File: src/rtl/uart_tx_frame_module_if.sv
// Purpose: transmit-request / status bundle between upstream logic and the UART transmitter.
// Latency: none (wires only).
// Backpressure: upstream must watch TX_Busy; requests made while busy are dropped by the slave.
// Signals: TX_En_Sig/TX_Data (request, master -> slave); TX_Pin_Out/TX_Busy/TX_Done_Sig (slave -> master).
interface uart_tx_frame_module_if;
    logic       TX_En_Sig;
    logic [7:0] TX_Data;
    logic       TX_Pin_Out;
    logic       TX_Busy;
    logic       TX_Done_Sig;

    modport master (
        output TX_En_Sig, TX_Data,
        input  TX_Pin_Out, TX_Busy, TX_Done_Sig
    );

    modport slave (
        input  TX_En_Sig, TX_Data,
        output TX_Pin_Out, TX_Busy, TX_Done_Sig
    );
endinterface

File: src/rtl/uart_tx_frame_module.sv
// Purpose: UART transmitter, one byte per request as 8N1 (start, D0..D7 LSB first, stop).
// Latency: line drops low on the accept edge; done pulses 10*BAUD_DIV clocks later (11 with parity).
// Backpressure: TX_Busy high from accept to done; requests seen while busy are dropped, never queued.
// Ports: CLK, RSTn (async active-low), bus (slave modport: TX_En_Sig, TX_Data in;
//        TX_Pin_Out, TX_Busy, TX_Done_Sig out, all outputs registered).
// Option: define UART_TX_PARITY_EN to insert an even-parity bit between D7 and the stop bit.
module uart_tx_frame_module #(
    parameter int CLK_FREQ  = 50_000_000,
    parameter int BAUD_RATE = 115200,
    parameter int BAUD_DIV  = CLK_FREQ / BAUD_RATE
) (
    input  logic                   CLK,
    input  logic                   RSTn,
    uart_tx_frame_module_if.slave  bus
);

    localparam int CNT_W = (BAUD_DIV > 1) ? $clog2(BAUD_DIV) : 1;
    localparam logic [CNT_W-1:0] CNT_LAST = CNT_W'(BAUD_DIV - 1);

`ifdef UART_TX_PARITY_EN
    typedef enum logic [2:0] {IDLE, START, DATA, PARITY, STOP} state_t;
`else
    typedef enum logic [1:0] {IDLE, START, DATA, STOP} state_t;
`endif

    state_t           state_q, state_d;
    logic [CNT_W-1:0] cnt_q, cnt_d;
    logic [2:0]       idx_q, idx_d;
    logic [7:0]       shreg_q, shreg_d;
    logic             pin_q, pin_d;
    logic             busy_q, busy_d;
    logic             done_q, done_d;
    logic             bit_end;
`ifdef UART_TX_PARITY_EN
    // Parity is captured at accept time because the shift register is consumed during DATA.
    logic             par_q, par_d;
`endif

    assign bus.TX_Pin_Out  = pin_q;
    assign bus.TX_Busy     = busy_q;
    assign bus.TX_Done_Sig = done_q;

    assign bit_end = (cnt_q == CNT_LAST);

    always_ff @(posedge CLK or negedge RSTn) begin
        if (!RSTn) begin
            state_q <= IDLE;
            cnt_q   <= '0;
            idx_q   <= '0;
            shreg_q <= '0;
            pin_q   <= 1'b1;
            busy_q  <= 1'b0;
            done_q  <= 1'b0;
`ifdef UART_TX_PARITY_EN
            par_q   <= 1'b0;
`endif
        end else begin
            state_q <= state_d;
            cnt_q   <= cnt_d;
            idx_q   <= idx_d;
            shreg_q <= shreg_d;
            pin_q   <= pin_d;
            busy_q  <= busy_d;
            done_q  <= done_d;
`ifdef UART_TX_PARITY_EN
            par_q   <= par_d;
`endif
        end
    end

    always_comb begin
        state_d = state_q;
        cnt_d   = cnt_q;
        idx_d   = idx_q;
        shreg_d = shreg_q;
        pin_d   = pin_q;
        busy_d  = busy_q;
        done_d  = 1'b0;
`ifdef UART_TX_PARITY_EN
        par_d   = par_q;
`endif

        // The counter free-runs through every bit cell so each cell is exactly BAUD_DIV clocks.
        if (state_q != IDLE) begin
            cnt_d = bit_end ? '0 : cnt_q + 1'b1;
        end

        case (state_q)
            IDLE: begin
                if (bus.TX_En_Sig) begin
                    shreg_d = bus.TX_Data;
`ifdef UART_TX_PARITY_EN
                    par_d   = ^bus.TX_Data;
`endif
                    pin_d   = 1'b0;
                    busy_d  = 1'b1;
                    cnt_d   = '0;
                    state_d = START;
                end
            end
            START: begin
                if (bit_end) begin
                    pin_d   = shreg_q[0];
                    shreg_d = {1'b0, shreg_q[7:1]};
                    idx_d   = 3'd0;
                    state_d = DATA;
                end
            end
            DATA: begin
                if (bit_end) begin
                    if (idx_q != 3'd7) begin
                        idx_d   = idx_q + 3'd1;
                        pin_d   = shreg_q[0];
                        shreg_d = {1'b0, shreg_q[7:1]};
                    end else begin
`ifdef UART_TX_PARITY_EN
                        pin_d   = par_q;
                        state_d = PARITY;
`else
                        pin_d   = 1'b1;
                        state_d = STOP;
`endif
                    end
                end
            end
`ifdef UART_TX_PARITY_EN
            PARITY: begin
                if (bit_end) begin
                    pin_d   = 1'b1;
                    state_d = STOP;
                end
            end
`endif
            STOP: begin
                // A request on this edge is dropped: state is still STOP, not IDLE.
                if (bit_end) begin
                    state_d = IDLE;
                    busy_d  = 1'b0;
                    done_d  = 1'b1;
                end
            end
            default: state_d = IDLE;
        endcase
    end

endmodule

File: src/flat_wrapper.sv
// flat-port wrapper written by rule: the top's interface ports become plain ports
module uart_tx_frame_module_flat 
#(
    parameter int CLK_FREQ  = 50_000_000,
    parameter int BAUD_RATE = 115200,
    parameter int BAUD_DIV  = CLK_FREQ / BAUD_RATE
)
  (CLK, RSTn, bus_TX_En_Sig, bus_TX_Data, bus_TX_Pin_Out, bus_TX_Busy, bus_TX_Done_Sig);
  uart_tx_frame_module_if bus_i ();
  input  logic CLK;
  input  logic RSTn;
  input wire logic [$bits(bus_i.TX_En_Sig)-1:0] bus_TX_En_Sig;
  input wire logic [$bits(bus_i.TX_Data)-1:0] bus_TX_Data;
  output wire logic [$bits(bus_i.TX_Pin_Out)-1:0] bus_TX_Pin_Out;
  output wire logic [$bits(bus_i.TX_Busy)-1:0] bus_TX_Busy;
  output wire logic [$bits(bus_i.TX_Done_Sig)-1:0] bus_TX_Done_Sig;
  assign bus_i.TX_En_Sig = bus_TX_En_Sig;
  assign bus_i.TX_Data = bus_TX_Data;
  assign bus_TX_Pin_Out = bus_i.TX_Pin_Out;
  assign bus_TX_Busy = bus_i.TX_Busy;
  assign bus_TX_Done_Sig = bus_i.TX_Done_Sig;
  uart_tx_frame_module #(.CLK_FREQ(CLK_FREQ), .BAUD_RATE(BAUD_RATE), .BAUD_DIV(BAUD_DIV)) u_core (.CLK(CLK), .RSTn(RSTn), .bus(bus_i));
endmodule
File: config.mk
export PLATFORM = sky130hd
export DESIGN_NAME = uart_tx_frame_module_flat
export DESIGN_NICKNAME = d
export VERILOG_FILES = /design/src/rtl/uart_tx_frame_module_if.sv /design/src/rtl/uart_tx_frame_module.sv /design/src/flat_wrapper.sv
export SDC_FILE = /design/constraint.sdc
export NUM_CORES = 1
export LEC_CHECK = 0
export CELL_PAD_IN_SITES_DETAIL_PLACEMENT = 1
export CELL_PAD_IN_SITES_GLOBAL_PLACEMENT = 1
export CORE_UTILIZATION = 49
export CTS_CLUSTER_DIAMETER = 30
export DETAILED_ROUTE_END_ITERATION = 8
export GPL_ROUTABILITY_DRIVEN = 0
export MAX_ROUTING_LAYER = met4
export PLACE_DENSITY_LB_ADDON = 0.1
export REMOVE_ABC_BUFFERS = 1
export SYNTH_ARGS = -nofsm -noshare
export SYNTH_HDL_FRONTEND = slang
export SYNTH_SLANG_ARGS = --single-unit
File: constraint.sdc
create_clock -name CLK -period 4.08 [get_ports CLK]
set_input_delay 0.816 -clock CLK [delete_from_list [all_inputs] [get_ports CLK]]
set_output_delay 0.816 -clock CLK [all_outputs]
set_load 0.01 [all_outputs]
==> impl_results.md <==
* Status: finished, final reports clean
* Share of cells above drive strength 1 at about 21%
* Worst R2R Setup Slack at 1.69 ns
* Share of power burned in registers at 65.8%
* Max incr delay on CP at 0.83 ns
* Clock transition at the registers of the reported paths at 0.15 ns
* Sequential area share after synthesis at between 30% and 40%
* TNS Setup at 0 ns
* Vias in the first global route at 1,356
* Via count at 1,279
* EDFF count, synth at 0
* Slew Limit Headroom at 23.93%
* Pint at 0.2933 mW
* Hold Vio Cnt, Final at 0
* Async set-reset flop share out of synthesis at between 90% and 100%
* Max Cap Viol at 0
* Total area of sequential cells at 626.9 um2
* RSZ-0062 raised after global routing: false
* Hold depth at 2
* Sink Count at 25
* Number of I/O port buffers at 13
* DR DRC count at 0
* Avg WL per Cell at 18.54 um
* #FFs+latches synth at 25
* Post_cts resized at 0
* Hold WS at around 0.5 ns
* Post-Route Utilization at 57.48%
* Combinational Power Share at 4.0%
* Worst Clk Skew at 0.01523 ns
* Endpoints failing setup at 0
* Routed WL at 3763 um
* Fin. max-slew vios at 0
* Max VDD drop at about 120 uV
* Non-Filler Instances at 203
* Crit path max fanout at 8
* Antenna violations before repair at 0
* Crit path launch type: input port
* Gr usage total at approximately a quarter
* Cell area power density at about 210 nW/um2
* Fin crit period at 2.471 ns
* Slowest CP cell: nor3_1
* R2R Path Start: u_core.state_q[0]
* Final-stage net count at 179
* Clock network power share at 30.2%
* Crit share post-route at 60.55%
* Leading post-synthesis cells by cell area: dfrtp_1 37%, ha_1 6.2%, a221o_2 5.6%, mux2_2 5.6%, o31a_1 3.8%
* Antenna-violating nets left at 0
* Chip width at 59.19 um
* Ant diodes at 0
* Place WS at between 1 and 1.5 ns
* Die area at 3503 um2
* Congestion Overflow GR at 0
* Post-DP HPWL at ~2800 um
* Switch Pwr at 0.08347 mW
* Rows at 20
* First-pass GRT wire length at 6520 um
* Layout overhead on the synthesized area at 10.38%
* WP data arrival at between 2 and 3 ns
* Mapped Cells at 149
* Routed vias/inst at 6.300
* Switch share at 22.15%
* Tot Pwr at 0.3768 mW
* Final worst slack at roughly 1.6 ns
* H-tree Lvls at 1
* Leak at 0.7948 nW
* RR Endpoint: u_core.shreg_q[1]
* TritonRoute pass-1 iters at 4
* Initial Util at 52.07%
* Postcts setup bufs at 0
* Final instance area at 1769 um2
* Hold Crit Start: u_core.bus.TX_Pin_Out
* Worst slew pin tran at 1.138 ns
* Die height at slightly below 60 um
* CP Class: input port to flop
* Placed insts at between 150 and 200
* Synthesized cell area at 1603 um2
* Commonest non-fill, non-tap cell in the layout: dfrtp_1
* TritonCTS Buffers at 3
* Post-CTS Hold Fix Bufs at 0
* Critical Path Sink Type: flop
* Footprint of the multi-input gates at 895.9 um2
* Initial DRC Count at 50
* Post-synthesis average cell area at 10.76 um2
* Largest net degree at the start of global routing at 26
* Area post-placement at roughly 1700 um2
* Worst hold path endpoint: u_core.bus.TX_Pin_Out
* CTS Buffer Depth at 2
* TritonCTS clock tree: yes
* Share of the synthesized area in the top cell type at a little under two fifths
* Cell chosen for the clock root: clkbuf_4
* Distinct cell type count after synthesis at 52
* I/O pins at 14
* Skew-Pair Late Insertion Delay at roughly 0.32 ns
* Most frequent cells in the layout: 24 x dfrtp_1, 13 x clkdlybuf4s50_1, 9 x inv_1, 9 x nand2_1, 9 x o21ai_0
* Area leader, netlist: dfrtp_1
* Main flop type after synthesis: dfrtp_1
* Hold Crit Class: flop to flop
* Highest Clock Rate at 0.4048 GHz
* CP Cell Sequence: clkdlybuf4s50_1 -> nor2b_1 -> nor3_1 -> a221o_2 -> o31a_1
* Core Box Area at 3078 um2
* YS warnings at 0
* Fillers at 353
* Worst Path Required at 4.36 ns
* R2R depth at 6
## cell type report
class / count / area share (%)
Multi-Input combinational cell: 108 / 50.64
Sequential cell: 25 / 35.43
Timing Repair Buffer: 13 / 7.355
Tap cell: 44 / 3.112
Inverter: 9 / 1.909
Clock buffer: 3 / 1.273
Clock inverter: 1 / 0.2829
## registers in the layout, indices dropped and copies added, names as in the netlist
| signal | cells |
|---|---|
| u_core.cnt_q | 9 |
| u_core.shreg_q | 8 |
| u_core.idx_q | 3 |
| u_core.state_q | 2 |
| u_core.bus.TX_Busy | 1 |
| u_core.bus.TX_Done_Sig | 1 |
| u_core.bus.TX_Pin_Out | 1 |
## synth_stat cells, types with 3 or more instances
master and number:
nand2_1 9, o31a_1 7, o21ai_0 9, a221o_2 8, mux2_2 8, ha_1 8, dfrtp_1 24, a21oi_1 5
inv_1 9, nand2b_1 4, nor2_1 3, nor3_1 3, and3_1 3, nand3_1 4
## worst max path at each step
stage	from	end	slack, ns	depth (start not counted)
global route	u_core.state_q[0]	u_core.shreg_q[5]	1.52	6
global placement	bus_TX_En_Sig	u_core.shreg_q[7]	1.44	5
finish	bus_TX_En_Sig	u_core.shreg_q[1]	1.61	5
detailed placement	bus_TX_En_Sig	u_core.shreg_q[7]	1.31	5
CTS	bus_TX_En_Sig	u_core.shreg_q[1]	1.67	5
floorplan	bus_TX_En_Sig	u_core.shreg_q[0]	2.11	4
## power by group through the flow
stage	registers (mW)	logic, mW	clock network (mW)
after CTS	0.248	0.0156	0.120
final	0.248	0.0151	0.114
after detailed placement	0.253	0.0155	0
after floorplan	0.253	0.000669	0
after global routing	0.248	0.0168	0.131
after global placement	0.252	0.0154	0
## cells by family (layout without fill, tap and decap cells)
family                   Yosys count  count (layout)  synth area share [%]
adder cells (fa/ha/maj)            8               8                 6.245
flip-flops                        25              25                 39.11
AO/OA/AOI/OAI                     48              48                 25.84
XOR/XNOR                           2               2                 1.093
multiplexers                      10              10                 6.870
AND/OR/NAND/NOR                   40              40                 15.85
buffers and inverters             16              26                 4.995
## critical path, delay by kind of cell
family                 cells  cell delay [ns]
buffers and inverters      1             0.51
AO/OA/AOI/OAI              2             0.44
AND/OR/NAND/NOR            2             0.98
## metal layers
layer | wire length (um) | global-route usage [%]
met2 | 1987 | 41.09
met3 | 100 | 1.965
met5 | 0 | -
met4 | 38 | 8.163
met1 | 1637 | 32.97
No activity file was read; power rests on OpenSTA's default activity.
